**config.mk**
```make
export PLATFORM = sky130hd
export DESIGN_NAME = iterative_shift_controller
export DESIGN_NICKNAME = d
export VERILOG_FILES = /design/src/rtl/shift_ctrl_pkg.sv /design/src/rtl/configurable_mux.sv /design/src/rtl/shift_step_unit.sv /design/src/rtl/iterative_shift_controller.sv
export SDC_FILE = /design/constraint.sdc
export NUM_CORES = 1
export LEC_CHECK = 0
export BUFFER_PORTS_ARGS = -buffer_cell sky130_fd_sc_hd__buf_2
export CORE_MARGIN = 8
export CORE_UTILIZATION = 35
export DETAILED_ROUTE_END_ITERATION = 10
export HOLD_SLACK_MARGIN = 0.05
export PLACE_DENSITY = 0.62
export SKIP_LAST_GASP = 1
export SYNTH_ARGS = -nofsm -noshare
export SYNTH_HDL_FRONTEND = slang
export SYNTH_SLANG_ARGS = --single-unit
```
**constraint.sdc**
```tcl
create_clock -name clk_i -period 4.2 [get_ports clk_i]
set_input_delay 0 -clock clk_i [delete_from_list [all_inputs] [get_ports clk_i]]
set_output_delay 0 -clock clk_i [all_outputs]
set_load 0.1 [all_outputs]
```
**src/rtl/shift_ctrl_pkg.sv**
```systemverilog
// -----------------------------------------------------------------------------
// shift_ctrl_pkg
// Shared types and constants for the iterative shift controller.
//   - op_i encodings (OP_*) as they arrive from the decoder
//   - shift_op_e : internal shift operation after decoding
//   - shift_state_e : controller FSM states
//   - decode_op() : maps the raw two-bit op onto shift_op_e (2'b11 -> SRL)
// -----------------------------------------------------------------------------
package shift_ctrl_pkg;

    localparam logic [1:0] OP_SLL     = 2'b00;
    localparam logic [1:0] OP_SRL     = 2'b01;
    localparam logic [1:0] OP_SRA     = 2'b10;
    localparam logic [1:0] OP_SRL_ALT = 2'b11;

    // Number of fixed-distance shifter families feeding the step mux
    localparam int NUM_SHIFTERS = 3;

    typedef enum logic [1:0] {
        SHIFT_SLL = OP_SLL,
        SHIFT_SRL = OP_SRL,
        SHIFT_SRA = OP_SRA
    } shift_op_e;

    typedef enum logic [1:0] {
        ST_IDLE  = 2'b00,
        ST_SHIFT = 2'b01,
        ST_DONE  = 2'b10
    } shift_state_e;

    // The unused encoding 2'b11 behaves as a logical right shift
    function automatic shift_op_e decode_op(input logic [1:0] op);
        shift_op_e result;
        case (op)
            OP_SLL:  result = SHIFT_SLL;
            OP_SRA:  result = SHIFT_SRA;
            default: result = SHIFT_SRL;
        endcase
        return result;
    endfunction

endpackage

```
**src/rtl/configurable_mux.sv**
```systemverilog
// -----------------------------------------------------------------------------
// configurable_mux
// Generic one-hot AND-OR multiplexer.
// Ports:
//   i_sel  [NUM_INPUTS-1:0]        one-hot select (all-zero gives zero output)
//   i_data [NUM_INPUTS*WIDTH-1:0]  candidate inputs, input n at bits n*WIDTH
//   o_data [WIDTH-1:0]             selected value
// -----------------------------------------------------------------------------
module configurable_mux #(
    parameter int WIDTH      = 32,
    parameter int NUM_INPUTS = 2
) (
    input  logic [NUM_INPUTS-1:0]       i_sel,
    input  logic [NUM_INPUTS*WIDTH-1:0] i_data,
    output logic [WIDTH-1:0]            o_data
);

    // AND-OR reduction; a one-hot select keeps this a flat gate tree with no
    // priority chain between the candidates.
    always_comb begin
        o_data = '0;
        for (int n = 0; n < NUM_INPUTS; n++) begin
            if (i_sel[n]) begin
                o_data = o_data | i_data[n*WIDTH +: WIDTH];
            end
        end
    end

endmodule

```
**src/rtl/shift_step_unit.sv**
```systemverilog
// -----------------------------------------------------------------------------
// shift_step_unit
// Combinational single step of the iterative shifter: applies a shift by the
// fixed distance 2^i_step in the direction/fill chosen by i_op.
// Ports:
//   i_data [nb_bits_data-1:0]  current working value
//   i_op                       decoded shift operation (shift_op_e)
//   i_step [STEP_W-1:0]        step index k, distance is 2^k
//   o_data [nb_bits_data-1:0]  shifted value
// -----------------------------------------------------------------------------
module shift_step_unit
    import shift_ctrl_pkg::*;
#(
    parameter int nb_bits_data  = 32,
    parameter int nb_bits_shamt = 5,
    parameter int STEP_W        = (nb_bits_shamt > 1) ? $clog2(nb_bits_shamt) : 1
) (
    input  logic [nb_bits_data-1:0] i_data,
    input  shift_op_e               i_op,
    input  logic [STEP_W-1:0]       i_step,
    output logic [nb_bits_data-1:0] o_data
);

    localparam int NUM_CANDS = NUM_SHIFTERS * nb_bits_shamt;

    // Candidate layout: slot 0..NS-1 are left shifts, NS..2NS-1 logical right,
    // 2NS..3NS-1 arithmetic right, each ordered by step index.
    logic [NUM_CANDS*nb_bits_data-1:0] w_cands;
    logic [NUM_CANDS-1:0]              w_sel;

    // Every fixed-distance shifter is pure wiring; only the mux costs logic.
    for (genvar k = 0; k < nb_bits_shamt; k++) begin : g_dist
        localparam int DIST = 1 << k;
        assign w_cands[(k)*nb_bits_data +: nb_bits_data] =
            i_data << DIST;
        assign w_cands[(nb_bits_shamt + k)*nb_bits_data +: nb_bits_data] =
            i_data >> DIST;
        assign w_cands[(2*nb_bits_shamt + k)*nb_bits_data +: nb_bits_data] =
            {{DIST{i_data[nb_bits_data-1]}}, i_data[nb_bits_data-1:DIST]};
    end

    // Build the one-hot select from the operation family and the step index.
    always_comb begin
        w_sel = '0;
        for (int k = 0; k < nb_bits_shamt; k++) begin
            if (i_step == STEP_W'(k)) begin
                case (i_op)
                    SHIFT_SLL: w_sel[k]                   = 1'b1;
                    SHIFT_SRA: w_sel[2*nb_bits_shamt + k] = 1'b1;
                    default:   w_sel[nb_bits_shamt + k]   = 1'b1;
                endcase
            end
        end
    end

    configurable_mux #(
        .WIDTH      (nb_bits_data),
        .NUM_INPUTS (NUM_CANDS)
    ) u_mux (
        .i_sel  (w_sel),
        .i_data (w_cands),
        .o_data (o_data)
    );

endmodule

```
**src/rtl/iterative_shift_controller.sv**
```systemverilog
// -----------------------------------------------------------------------------
// iterative_shift_controller
// Multi-cycle SLL/SRL/SRA engine: one shift-amount bit is consumed per cycle,
// MSB first, using shift_step_unit as the only shift datapath.
// Ports:
//   clk_i, rst_i       clock and synchronous active-high reset
//   start_i            request, accepted in IDLE or DONE only
//   op_i [1:0]         00 SLL, 01 SRL, 10 SRA, 11 SRL
//   data_i, shamt_i    operand and shift amount, captured on accept
//   busy_o             high while stepping
//   done_o             one-cycle pulse, data_o valid in that cycle
//   data_o             registered result, held until the next result
// Optional macro SHIFT_EARLY_EXIT_EN: finish as soon as no set shamt bits
// remain below the current step (shamt 0 completes straight from accept).
// Without it the latency is fixed at nb_bits_shamt+1 cycles.
// -----------------------------------------------------------------------------
module iterative_shift_controller
    import shift_ctrl_pkg::*;
#(
    parameter int nb_bits_data  = 32,
    parameter int nb_bits_shamt = 5
) (
    input  logic                     clk_i,
    input  logic                     rst_i,
    input  logic                     start_i,
    input  logic [1:0]               op_i,
    input  logic [nb_bits_data-1:0]  data_i,
    input  logic [nb_bits_shamt-1:0] shamt_i,
    output logic                     busy_o,
    output logic                     done_o,
    output logic [nb_bits_data-1:0]  data_o
);

    localparam int                STEP_W = (nb_bits_shamt > 1) ? $clog2(nb_bits_shamt) : 1;
    localparam logic [STEP_W-1:0] K_LAST = STEP_W'(nb_bits_shamt - 1);

    shift_state_e             r_state;
    shift_state_e             w_state_next;
    shift_op_e                r_op;
    logic [nb_bits_data-1:0]  r_work;
    logic [nb_bits_data-1:0]  r_data_out;
    logic [nb_bits_shamt-1:0] r_shamt;
    logic [STEP_W-1:0]        r_k;

    logic                     w_accept;
    logic                     w_last_step;
    logic [nb_bits_data-1:0]  w_step_result;
    logic [nb_bits_data-1:0]  w_work_next;

    shift_step_unit #(
        .nb_bits_data  (nb_bits_data),
        .nb_bits_shamt (nb_bits_shamt),
        .STEP_W        (STEP_W)
    ) u_step (
        .i_data (r_work),
        .i_op   (r_op),
        .i_step (r_k),
        .o_data (w_step_result)
    );

    // The working value only moves when the current shamt bit is set.
    assign w_work_next = r_shamt[r_k] ? w_step_result : r_work;

`ifdef SHIFT_EARLY_EXIT_EN
    // Bits strictly below k; once they are all clear nothing is left to do.
    logic [nb_bits_shamt-1:0] w_low_mask;
    assign w_low_mask  = (nb_bits_shamt'(1) << r_k) - nb_bits_shamt'(1);
    assign w_last_step = ((r_shamt & w_low_mask) == '0);
`else
    assign w_last_step = (r_k == '0);
`endif

    // State register.
    always_ff @(posedge clk_i) begin
        if (rst_i) begin
            r_state <= ST_IDLE;
        end else begin
            r_state <= w_state_next;
        end
    end

    // Next-state and handshake outputs. A request is taken in IDLE or DONE;
    // start_i while stepping is simply not looked at.
    always_comb begin
        w_state_next = r_state;
        w_accept     = 1'b0;
        busy_o       = 1'b0;
        done_o       = 1'b0;
        case (r_state)
            ST_IDLE, ST_DONE: begin
                done_o = (r_state == ST_DONE);
                if (start_i) begin
                    w_accept = 1'b1;
`ifdef SHIFT_EARLY_EXIT_EN
                    w_state_next = (shamt_i == '0) ? ST_DONE : ST_SHIFT;
`else
                    w_state_next = ST_SHIFT;
`endif
                end else begin
                    w_state_next = ST_IDLE;
                end
            end
            ST_SHIFT: begin
                busy_o = 1'b1;
                if (w_last_step) begin
                    w_state_next = ST_DONE;
                end
            end
            default: begin
                w_state_next = ST_IDLE;
            end
        endcase
    end

    // Datapath registers. data_o is written only when a result completes, so
    // it stays stable across a back-to-back accept.
    always_ff @(posedge clk_i) begin
        if (rst_i) begin
            r_op       <= SHIFT_SLL;
            r_work     <= '0;
            r_data_out <= '0;
            r_shamt    <= '0;
            r_k        <= '0;
        end else if (w_accept) begin
            r_op    <= decode_op(op_i);
            r_work  <= data_i;
            r_shamt <= shamt_i;
            r_k     <= K_LAST;
`ifdef SHIFT_EARLY_EXIT_EN
            if (shamt_i == '0) begin
                r_data_out <= data_i;
            end
`endif
        end else if (r_state == ST_SHIFT) begin
            r_work <= w_work_next;
            if (r_k != '0) begin
                r_k <= r_k - STEP_W'(1);
            end
            if (w_last_step) begin
                r_data_out <= w_work_next;
            end
        end
    end

    assign data_o = r_data_out;

endmodule
```
# ---- Word level (Yosys, flattened, before mapping)
# Index checks and enable logic that the tools add are counted.
dict set report op_classes {
  bitwise 15
  addsub 1
  magnitude_cmp 1
  eq_ne 9
  mux 49
  n_reduce_logical 13
}
# cell count
set ops {}
lappend ops {{two-way mux 32 bit} 18}
lappend ops {{bitwise OR 32 bit} 9}
lappend ops {{bitwise OR 32 x 16 -> 32 bit} 1}
lappend ops {{bitwise OR 32 x 24 -> 32 bit} 1}
lappend ops {{bitwise OR 32 x 28 -> 32 bit} 1}
lappend ops {{bitwise OR 32 x 30 -> 32 bit} 1}
lappend ops {{bitwise OR 32 x 31 -> 32 bit} 1}
lappend ops {{two-way mux 1 bit} 24}
lappend ops {{two-way mux 3 bit} 3}
lappend ops {{one-hot mux 2 bit (2 select lines)} 2}
lappend ops {{== test 2 bit (second input constant)} 3}
lappend ops {{== test 3 x 2 -> 1 bit (second input constant)} 2}
lappend ops {{zero test 2 bit} 3}
lappend ops {{OR reduction 2 bit} 3}
lappend ops {{< comparator 3 x 4 -> 1 bit (second input constant)} 1}
lappend ops {{AND reduction 2 bit} 2}
lappend ops {{nonzero test 2 bit} 2}
lappend ops {{binary-select mux 1 bit (select 3 bit)} 1}
lappend ops {{== test 3 x 1 -> 1 bit (second input constant)} 1}
lappend ops {{== test 3 bit (second input constant)} 1}
lappend ops {{zero test 3 bit} 1}
lappend ops {{AND reduction 3 bit} 1}
lappend ops {{nonzero test 3 bit} 1}
lappend ops {{subtractor 3 x 1 -> 3 bit (second input constant)} 1}
lappend ops {{other kinds (4)} 4}
dict set report totals {
  regBits 76
  out_inout_bits 34
  elab_cells 95
  input_bits 42
}

# ---- Depth between registers and ports, before layout
dict set report depth {
  depth_word 35
  mapped_depth 10
  ltp_nobuf 8
}

# ---- Hierarchy
# A second synthesis with hierarchy kept.
dict set report unflattened {
  hier_cells 801
  area_unflattened_um2 6645.1
}
# mod n_inst cells_each seq_area_each_um2 area_per_inst_um2
set modules_own_cells {}
lappend modules_own_cells {iterative_shift_controller 1 445 1521.5 4025.1}
lappend modules_own_cells {configurable_mux 1 333 0.0 2482.4}
lappend modules_own_cells {shift_step_unit 1 23 0.0 137.6}

# ---- Least setup slack after synthesis
# No wires, ideal clock.
dict set report synth_timing {
  path_type {reg-to-reg}
  startpoint {reg r_state[1]}
  endpoint {reg r_work[27]}
  setup_slack_ns 1.755
  setup_ns 0.092
  t_required_ns 4.108
  path_stages_with_launch 9
  synth_period_minus_slack_ns 2.445
  n_path_buf 3
  arrival_ns 2.353
  cell_sequence {dfxtp_1 -> nand2b_1 -> buf_2 -> clkinv_1 -> nor2_1 -> buf_2 -> buf_2 -> a22oi_1 -> o32ai_1}
}
dict set report synth_between {
  elab_chain_cells 4
  word_cells_on_any_way 7
  classes_between {eq/ne (2); mux (2); reduce/logical (3)}
}
# element line
set synth_rtl {}
lappend synth_rtl {{from (decl)} iterative_shift_controller.sv:37} ;# shift_state_e r_state;
lappend synth_rtl {{from (signal assigned)} iterative_shift_controller.sv:78} ;# r_state <= w_state_next;
lappend synth_rtl {{== test 2 bit or zero test 2 bit (tied branches)} iterative_shift_controller.sv:89} ;# case (r_state)
lappend synth_rtl {{OR reduction 2 bit} iterative_shift_controller.sv:89}
lappend synth_rtl {{two-way mux 1 bit} iterative_shift_controller.sv:89}
lappend synth_rtl {{two-way mux 32 bit or nonzero test 2 bit (tied branches)} --}
lappend synth_rtl {{to (signal assigned)} iterative_shift_controller.sv:126} ;# r_work <= data_i;
lappend synth_rtl {{to (signal assigned)} iterative_shift_controller.sv:135} ;# r_work <= w_work_next;
lappend synth_rtl {{to (decl)} iterative_shift_controller.sv:40} ;# logic [nb_bits_data-1:0] r_work;
# Parallel ways exist; a longest one is shown, timed or not.
# A chain may end at the register's enable or synchronous reset.

# ---- Worst setup path in the final report
dict set report layout_timing {
  startpoint {reg r_k[1]}
  endpoint {reg r_work[19]}
}
dict set report layout_between {
  elab_chain_cells 34
  word_cells_on_any_way 54
  classes_between {eq/ne (4); mux (35); bitwise (14); reduce/logical (1)}
}
# element line
set layout_rtl {}
lappend layout_rtl {{from (decl)} iterative_shift_controller.sv:43} ;# logic [STEP_W-1:0] r_k;
lappend layout_rtl {{from (signal assigned)} iterative_shift_controller.sv:137} ;# r_k <= r_k - STEP_W'(1);
lappend layout_rtl {{zero test 3 bit} shift_step_unit.sv:46} ;# if (i_step == STEP_W'(k)) begin
lappend layout_rtl {{two-way mux 1 bit} shift_step_unit.sv:46}
lappend layout_rtl {{two-way mux 32 bit} configurable_mux.sv:23} ;# if (i_sel[n]) begin
lappend layout_rtl {{bitwise OR 32 bit} configurable_mux.sv:24} ;# o_data = o_data | i_data[n*WIDTH +: WIDTH];
lappend layout_rtl {{two-way mux 32 bit} configurable_mux.sv:23}
lappend layout_rtl {{bitwise OR 32 bit} configurable_mux.sv:24}
lappend layout_rtl {{two-way mux 32 bit} configurable_mux.sv:23}
lappend layout_rtl {{bitwise OR 32 bit} configurable_mux.sv:24}
lappend layout_rtl {{[... 18 more ...]} --}
lappend layout_rtl {{two-way mux 32 bit} configurable_mux.sv:23}
lappend layout_rtl {{bitwise OR 32 bit} configurable_mux.sv:24}
lappend layout_rtl {{two-way mux 32 bit} configurable_mux.sv:23}
lappend layout_rtl {{bitwise OR 32 bit} configurable_mux.sv:24}
lappend layout_rtl {{two-way mux 32 bit} configurable_mux.sv:23}
lappend layout_rtl {{two-way mux 32 bit *} iterative_shift_controller.sv:62} ;# assign w_work_next = r_shamt[r_k] ? w_step_result : r_work;
lappend layout_rtl {{two-way mux 32 bit *} iterative_shift_controller.sv:134} ;# end else if (r_state == ST_SHIFT) begin
lappend layout_rtl {{two-way mux 32 bit *} iterative_shift_controller.sv:124} ;# end else if (w_accept) begin
# Every way passes the cells marked *; elsewhere a longest branch is shown, timed or not. The select of a mux whose other input is x is not followed.

==> impl_metrics.xml <==
<?xml version="1.0" encoding="UTF-8"?>
<metrics>
  <group name="status">
    <metric name="outcome" unit="">completed</metric>
  </group>
  <group name="logic_synthesis">
    <metric name="post_synth_fa_ha_maj_area_fraction" unit="">0.0110</metric>
    <metric name="synthesis.instances" unit="">737</metric>
    <metric name="yosys-top-cells-count" unit="">77 x sky130_fd_sc_hd__nand2_1, 76 x sky130_fd_sc_hd__dfxtp_1, 55 x sky130_fd_sc_hd__clkbuf_1, 49 x sky130_fd_sc_hd__a22oi_1, 44 x sky130_fd_sc_hd__a21oi_1</metric>
    <metric name="dominant_combinational_cell_family_by_area_after_synthesis" unit="">compound AO/OA/AOI/OAI gates</metric>
    <metric name="synth_top_flop_cell" unit="">sky130_fd_sc_hd__dfxtp_1</metric>
    <metric name="synth.net_count" unit="">784</metric>
    <metric name="synth_most_common_cell" unit="">sky130_fd_sc_hd__nand2_1</metric>
    <metric name="part_of_the_yosys_area_used_for_sequential_elements" unit="">0.267</metric>
    <metric name="synth.top_cell.area_share" unit="">0.267</metric>
    <metric name="syn_avg_cell_area" unit="sq um">7.74</metric>
    <metric name="synth_enable_flop_cells" unit="">0</metric>
    <metric name="synth_area_leaders" unit="">sky130_fd_sc_hd__dfxtp_1 27%, sky130_fd_sc_hd__a22oi_1 6.4%, sky130_fd_sc_hd__nand2_1 5.1%, sky130_fd_sc_hd__a21oi_1 3.9%, sky130_fd_sc_hd__clkbuf_1 3.6%</metric>
    <metric name="post_synth_xor_area_fraction" unit="">0.00154</metric>
    <metric name="synth.lib_cells_used.distinct" unit="">74</metric>
    <metric name="post-synth-top-area-cell" unit="">sky130_fd_sc_hd__dfxtp_1</metric>
    <metric name="yosys_warnings" unit="">0</metric>
    <metric name="complex_gate_fraction_of_the_synthesized_area" unit="">0.386</metric>
    <metric name="mappedNetlistArea" unit="sq um">5700</metric>
    <metric name="synth_async_sr_flop_share" unit="">0</metric>
    <metric name="ys_ff_latch" unit="">76</metric>
    <metric name="synthMuxAreaShare" unit="">0.0439</metric>
    <metric name="synth_simple_gate_area_share" unit="">0.206</metric>
  </group>
  <group name="route">
    <metric name="totalWireLength" unit="mm">23.8</metric>
    <metric name="drt-wirelength-per-cell" unit="um">23.8</metric>
    <metric name="route.antenna.remaining_nets" unit="">0</metric>
    <metric name="post-route-drc-count" unit="">0</metric>
    <metric name="num_vias" unit="">6517</metric>
    <metric name="avgViaCountPerCell" unit="">6.53</metric>
    <metric name="first_pass_iters" unit="">7</metric>
    <metric name="drt-initial-drc-count" unit="">1109</metric>
  </group>
  <group name="grt">
    <metric name="antenna_found_initial" unit="">0</metric>
    <metric name="wire_length_of_the_first_global_routing_pass" unit="mm">36.2</metric>
    <metric name="grt_pass1_vias" unit="">6109</metric>
    <metric name="grtUsageTotal" unit="">0.227</metric>
    <metric name="grt.overflow.total" unit="">0</metric>
    <metric name="grt_start_max_net_pins" unit="">51</metric>
  </group>
  <group name="floorplanning">
    <metric name="initial_utilization" unit="">0.359</metric>
    <metric name="total_i_o_pin_count" unit="">76</metric>
    <metric name="die_height" unit="um">144</metric>
    <metric name="die_w" unit="um">144</metric>
    <metric name="rows" unit="">46</metric>
    <metric name="core_area" unit="sq um">15900</metric>
    <metric name="die_area" unit="sq um">20600</metric>
  </group>
  <group name="timing">
    <metric name="worstMarginPinSlew" unit="ns">1.05</metric>
    <metric name="report.final.setup_viol" unit="">0</metric>
    <metric name="period_needed" unit="ns">2.77</metric>
    <metric name="timing_max_transition_violations_final" unit="">0</metric>
    <metric name="max_freq" unit="MHz">361</metric>
    <metric name="timing.setup.tns" unit="ns">0</metric>
    <metric name="timing.max_slew.rel_slack" unit="">0.296</metric>
    <metric name="unrepaired_setup_endpoints_after_global_routing" unit="">false</metric>
    <metric name="fin_skew" unit="ns">0.00877</metric>
    <metric name="final-hold-violation-count" unit="">0</metric>
    <metric name="final.period_utilization" unit="">0.660</metric>
  </group>
  <group name="critical_path">
    <metric name="crit_path_end_kind" unit="">flip-flop</metric>
    <metric name="worst-endpoint-required" unit="ns">4.40</metric>
    <metric name="timing.critical_path.from_type" unit="">flip-flop</metric>
    <metric name="reg2reg_depth" unit="">8</metric>
    <metric name="path_class" unit="">flip-flop to flip-flop</metric>
    <metric name="arrival" unit="ns">2.98</metric>
    <metric name="timing.critical_path.fanout_max" unit="">12</metric>
  </group>
  <group name="layout">
    <metric name="final_area" unit="sq um">6710</metric>
    <metric name="seq_area" unit="sq um">1520</metric>
    <metric name="finalNonFillerCells" unit="">998</metric>
    <metric name="antennaDiodeCount" unit="">0</metric>
    <metric name="proportion_of_layout_cells_with_a_drive_suffix_above_1" unit="">0.176</metric>
    <metric name="nNetsFinal" unit="">825</metric>
    <metric name="multi_input_area" unit="sq um">3710</metric>
    <metric name="synthToLayoutAreaGrowth" unit="%">17.6</metric>
    <metric name="nFillCells" unit="">1643</metric>
  </group>
  <group name="clock_tree">
    <metric name="cts.sink_count" unit="">76</metric>
    <metric name="h-tree-depth" unit="">3</metric>
    <metric name="cts.clk_slew.worst_paths" unit="ns">0.06</metric>
    <metric name="postCtsSetupRepairBufs" unit="">0</metric>
    <metric name="clk_root_buffer_cell" unit="">sky130_fd_sc_hd__clkbuf_16</metric>
    <metric name="cts_made_buffers" unit="">9</metric>
    <metric name="cts_tree" unit="">built</metric>
    <metric name="clock_insertion_delay_worst_skew" unit="ns">0.35</metric>
    <metric name="clock_tree.buffer_depth" unit="">2</metric>
  </group>
  <group name="pwr">
    <metric name="switching_component_of_the_power" unit="W">0.000906</metric>
    <metric name="intPower" unit="W">0.00146</metric>
    <metric name="peakVddDrop" unit="uV">258</metric>
    <metric name="power.share.clock" unit="">0.328</metric>
    <metric name="share_seq_of_total_power" unit="">0.384</metric>
    <metric name="power.switching_fraction" unit="">0.382</metric>
    <metric name="p_leak" unit="nW">2.44</metric>
    <metric name="combinational_power_share" unit="">0.288</metric>
    <metric name="power-per-cell-area" unit="nW/um^2">353</metric>
  </group>
  <group name="placed_design">
    <metric name="placement.cell_area" unit="sq um">6050</metric>
    <metric name="hpwlAfterDp" unit="mm">15.7</metric>
    <metric name="gp_congestion" unit="">1.02</metric>
    <metric name="dpl.cell_count" unit="">946</metric>
    <metric name="portBuffers" unit="">75</metric>
  </group>
  <group name="hold_path">
    <metric name="min_delay_path_depth" unit="">4</metric>
    <metric name="timing.hold.worst.class" unit="">input pin to flip-flop</metric>
  </group>
  <group name="flow_run">
    <metric name="number_of_maximum_capacitance_constraint_violations" unit="">0</metric>
  </group>
</metrics>
## through the flow
stage / setup slack [ns] / utilization / hold WS (ns) / power [W]
after floorplan: 1.75 / - / 0.136 / 0.00137
after CTS: 1.51 / 0.422 / 0.0849 / 0.00236
after detailed placement: 1.52 / 0.381 / 0.247 / 0.00155
after global routing: 1.28 / 0.422 / 0.0893 / 0.00245
final: 1.43 / 0.422 / 0.0921 / 0.00237
after global placement: 1.57 / 0.381 / 0.247 / 0.00156
## critical path: stages (launching register included)
cell,delay [ns]
sky130_fd_sc_hd__dfxtp_1,0.49
sky130_fd_sc_hd__inv_1,0.13
sky130_fd_sc_hd__ha_1,0.41
sky130_fd_sc_hd__nand2b_1,0.17
sky130_fd_sc_hd__buf_4,0.21
sky130_fd_sc_hd__nor2_1,0.16
sky130_fd_sc_hd__a221o_1,0.41
sky130_fd_sc_hd__a2111oi_2,0.47
sky130_fd_sc_hd__a221oi_1,0.16
## power by group through the flow
| stage | logic, W | clock network [W] | registers, W |
|---|---|---|---|
| detailed placement | 0.000643 | 0 | 0.000911 |
| floorplan | 0.000443 | 0 | 0.000923 |
| global placement | 0.000644 | 0 | 0.000913 |
| global route | 0.000724 | 0.000820 | 0.000910 |
| CTS | 0.000674 | 0.000795 | 0.000896 |
| finish | 0.000682 | 0.000778 | 0.000910 |
## kinds of logic (layout without fill, tap and decap cells)
group,after synthesis,after routing
AND/OR/NAND/NOR,222,222
multiplexers,24,24
buffers and inverters,107,152
XOR/XNOR,1,1
adder cells (fa/ha/maj),5,5
flip-flops,76,76
AO/OA/AOI/OAI,302,302
## layout make-up
type                       instances  share of cell area
inverter                           7             0.00392
multi-input combinational        554               0.554
clock buffer                      10              0.0356
timing repair buffer             130               0.131
tap                              216              0.0403
clock inverter                     5             0.00783
sequential                        76               0.227
## metal layers
| metal | vias up | track usage | routed length (um) |
|---|---|---|---|
| li1 | 2914 | - | - |
| met1 | 3050 | 0.304 | 10000 |
| met2 | 448 | 0.318 | 9730 |
| met3 | 105 | 0.0747 | 2910 |
| met4 | 0 | 0.110 | 1130 |
| met5 | - | 0 | 0 |
## final timing paths
kind | slack, ns | start | endpoint
max | 1.43 | r_k[1]$_SDFFE_PP0P_ | r_work[19]$_SDFFE_PP0P_
min | 0.09 | data_i[26] | r_work[26]$_SDFFE_PP0P_
max reg2reg | 1.43 | r_k[1]$_SDFFE_PP0P_ | r_work[19]$_SDFFE_PP0P_
min reg2reg | 0.44 | data_o[9]$_SDFFE_PP0P_ | data_o[9]$_SDFFE_PP0P_
## repair_timing
action / CTS / global route
gates resized for setup: 0 / 0
hold buffers: 37 / 0
endpoints found under the hold margin: 37 / 0
## registers in the layout (all words and copies together), names as in the netlist
register / count
data_o: 32
r_work: 32
r_state: 2
r_op: 2
r_k: 3
r_shamt: 5
## cells in the final DEF, fill, tap and decap left out, drive strengths merged, types with 11 or more instances in the layout
master and count:
a21oi 44, a211oi 13, nand2 77, nor3 12, nand3 21, dfxtp 76, o32ai 21, dlygate4sd3 37
o31ai 16, mux2i 16, buf 93, o21a 13, o22ai 11, a22oi 49, and3 12, nor2 44
o21ai 42
Note: power is estimated with default switching activity, not from simulation.
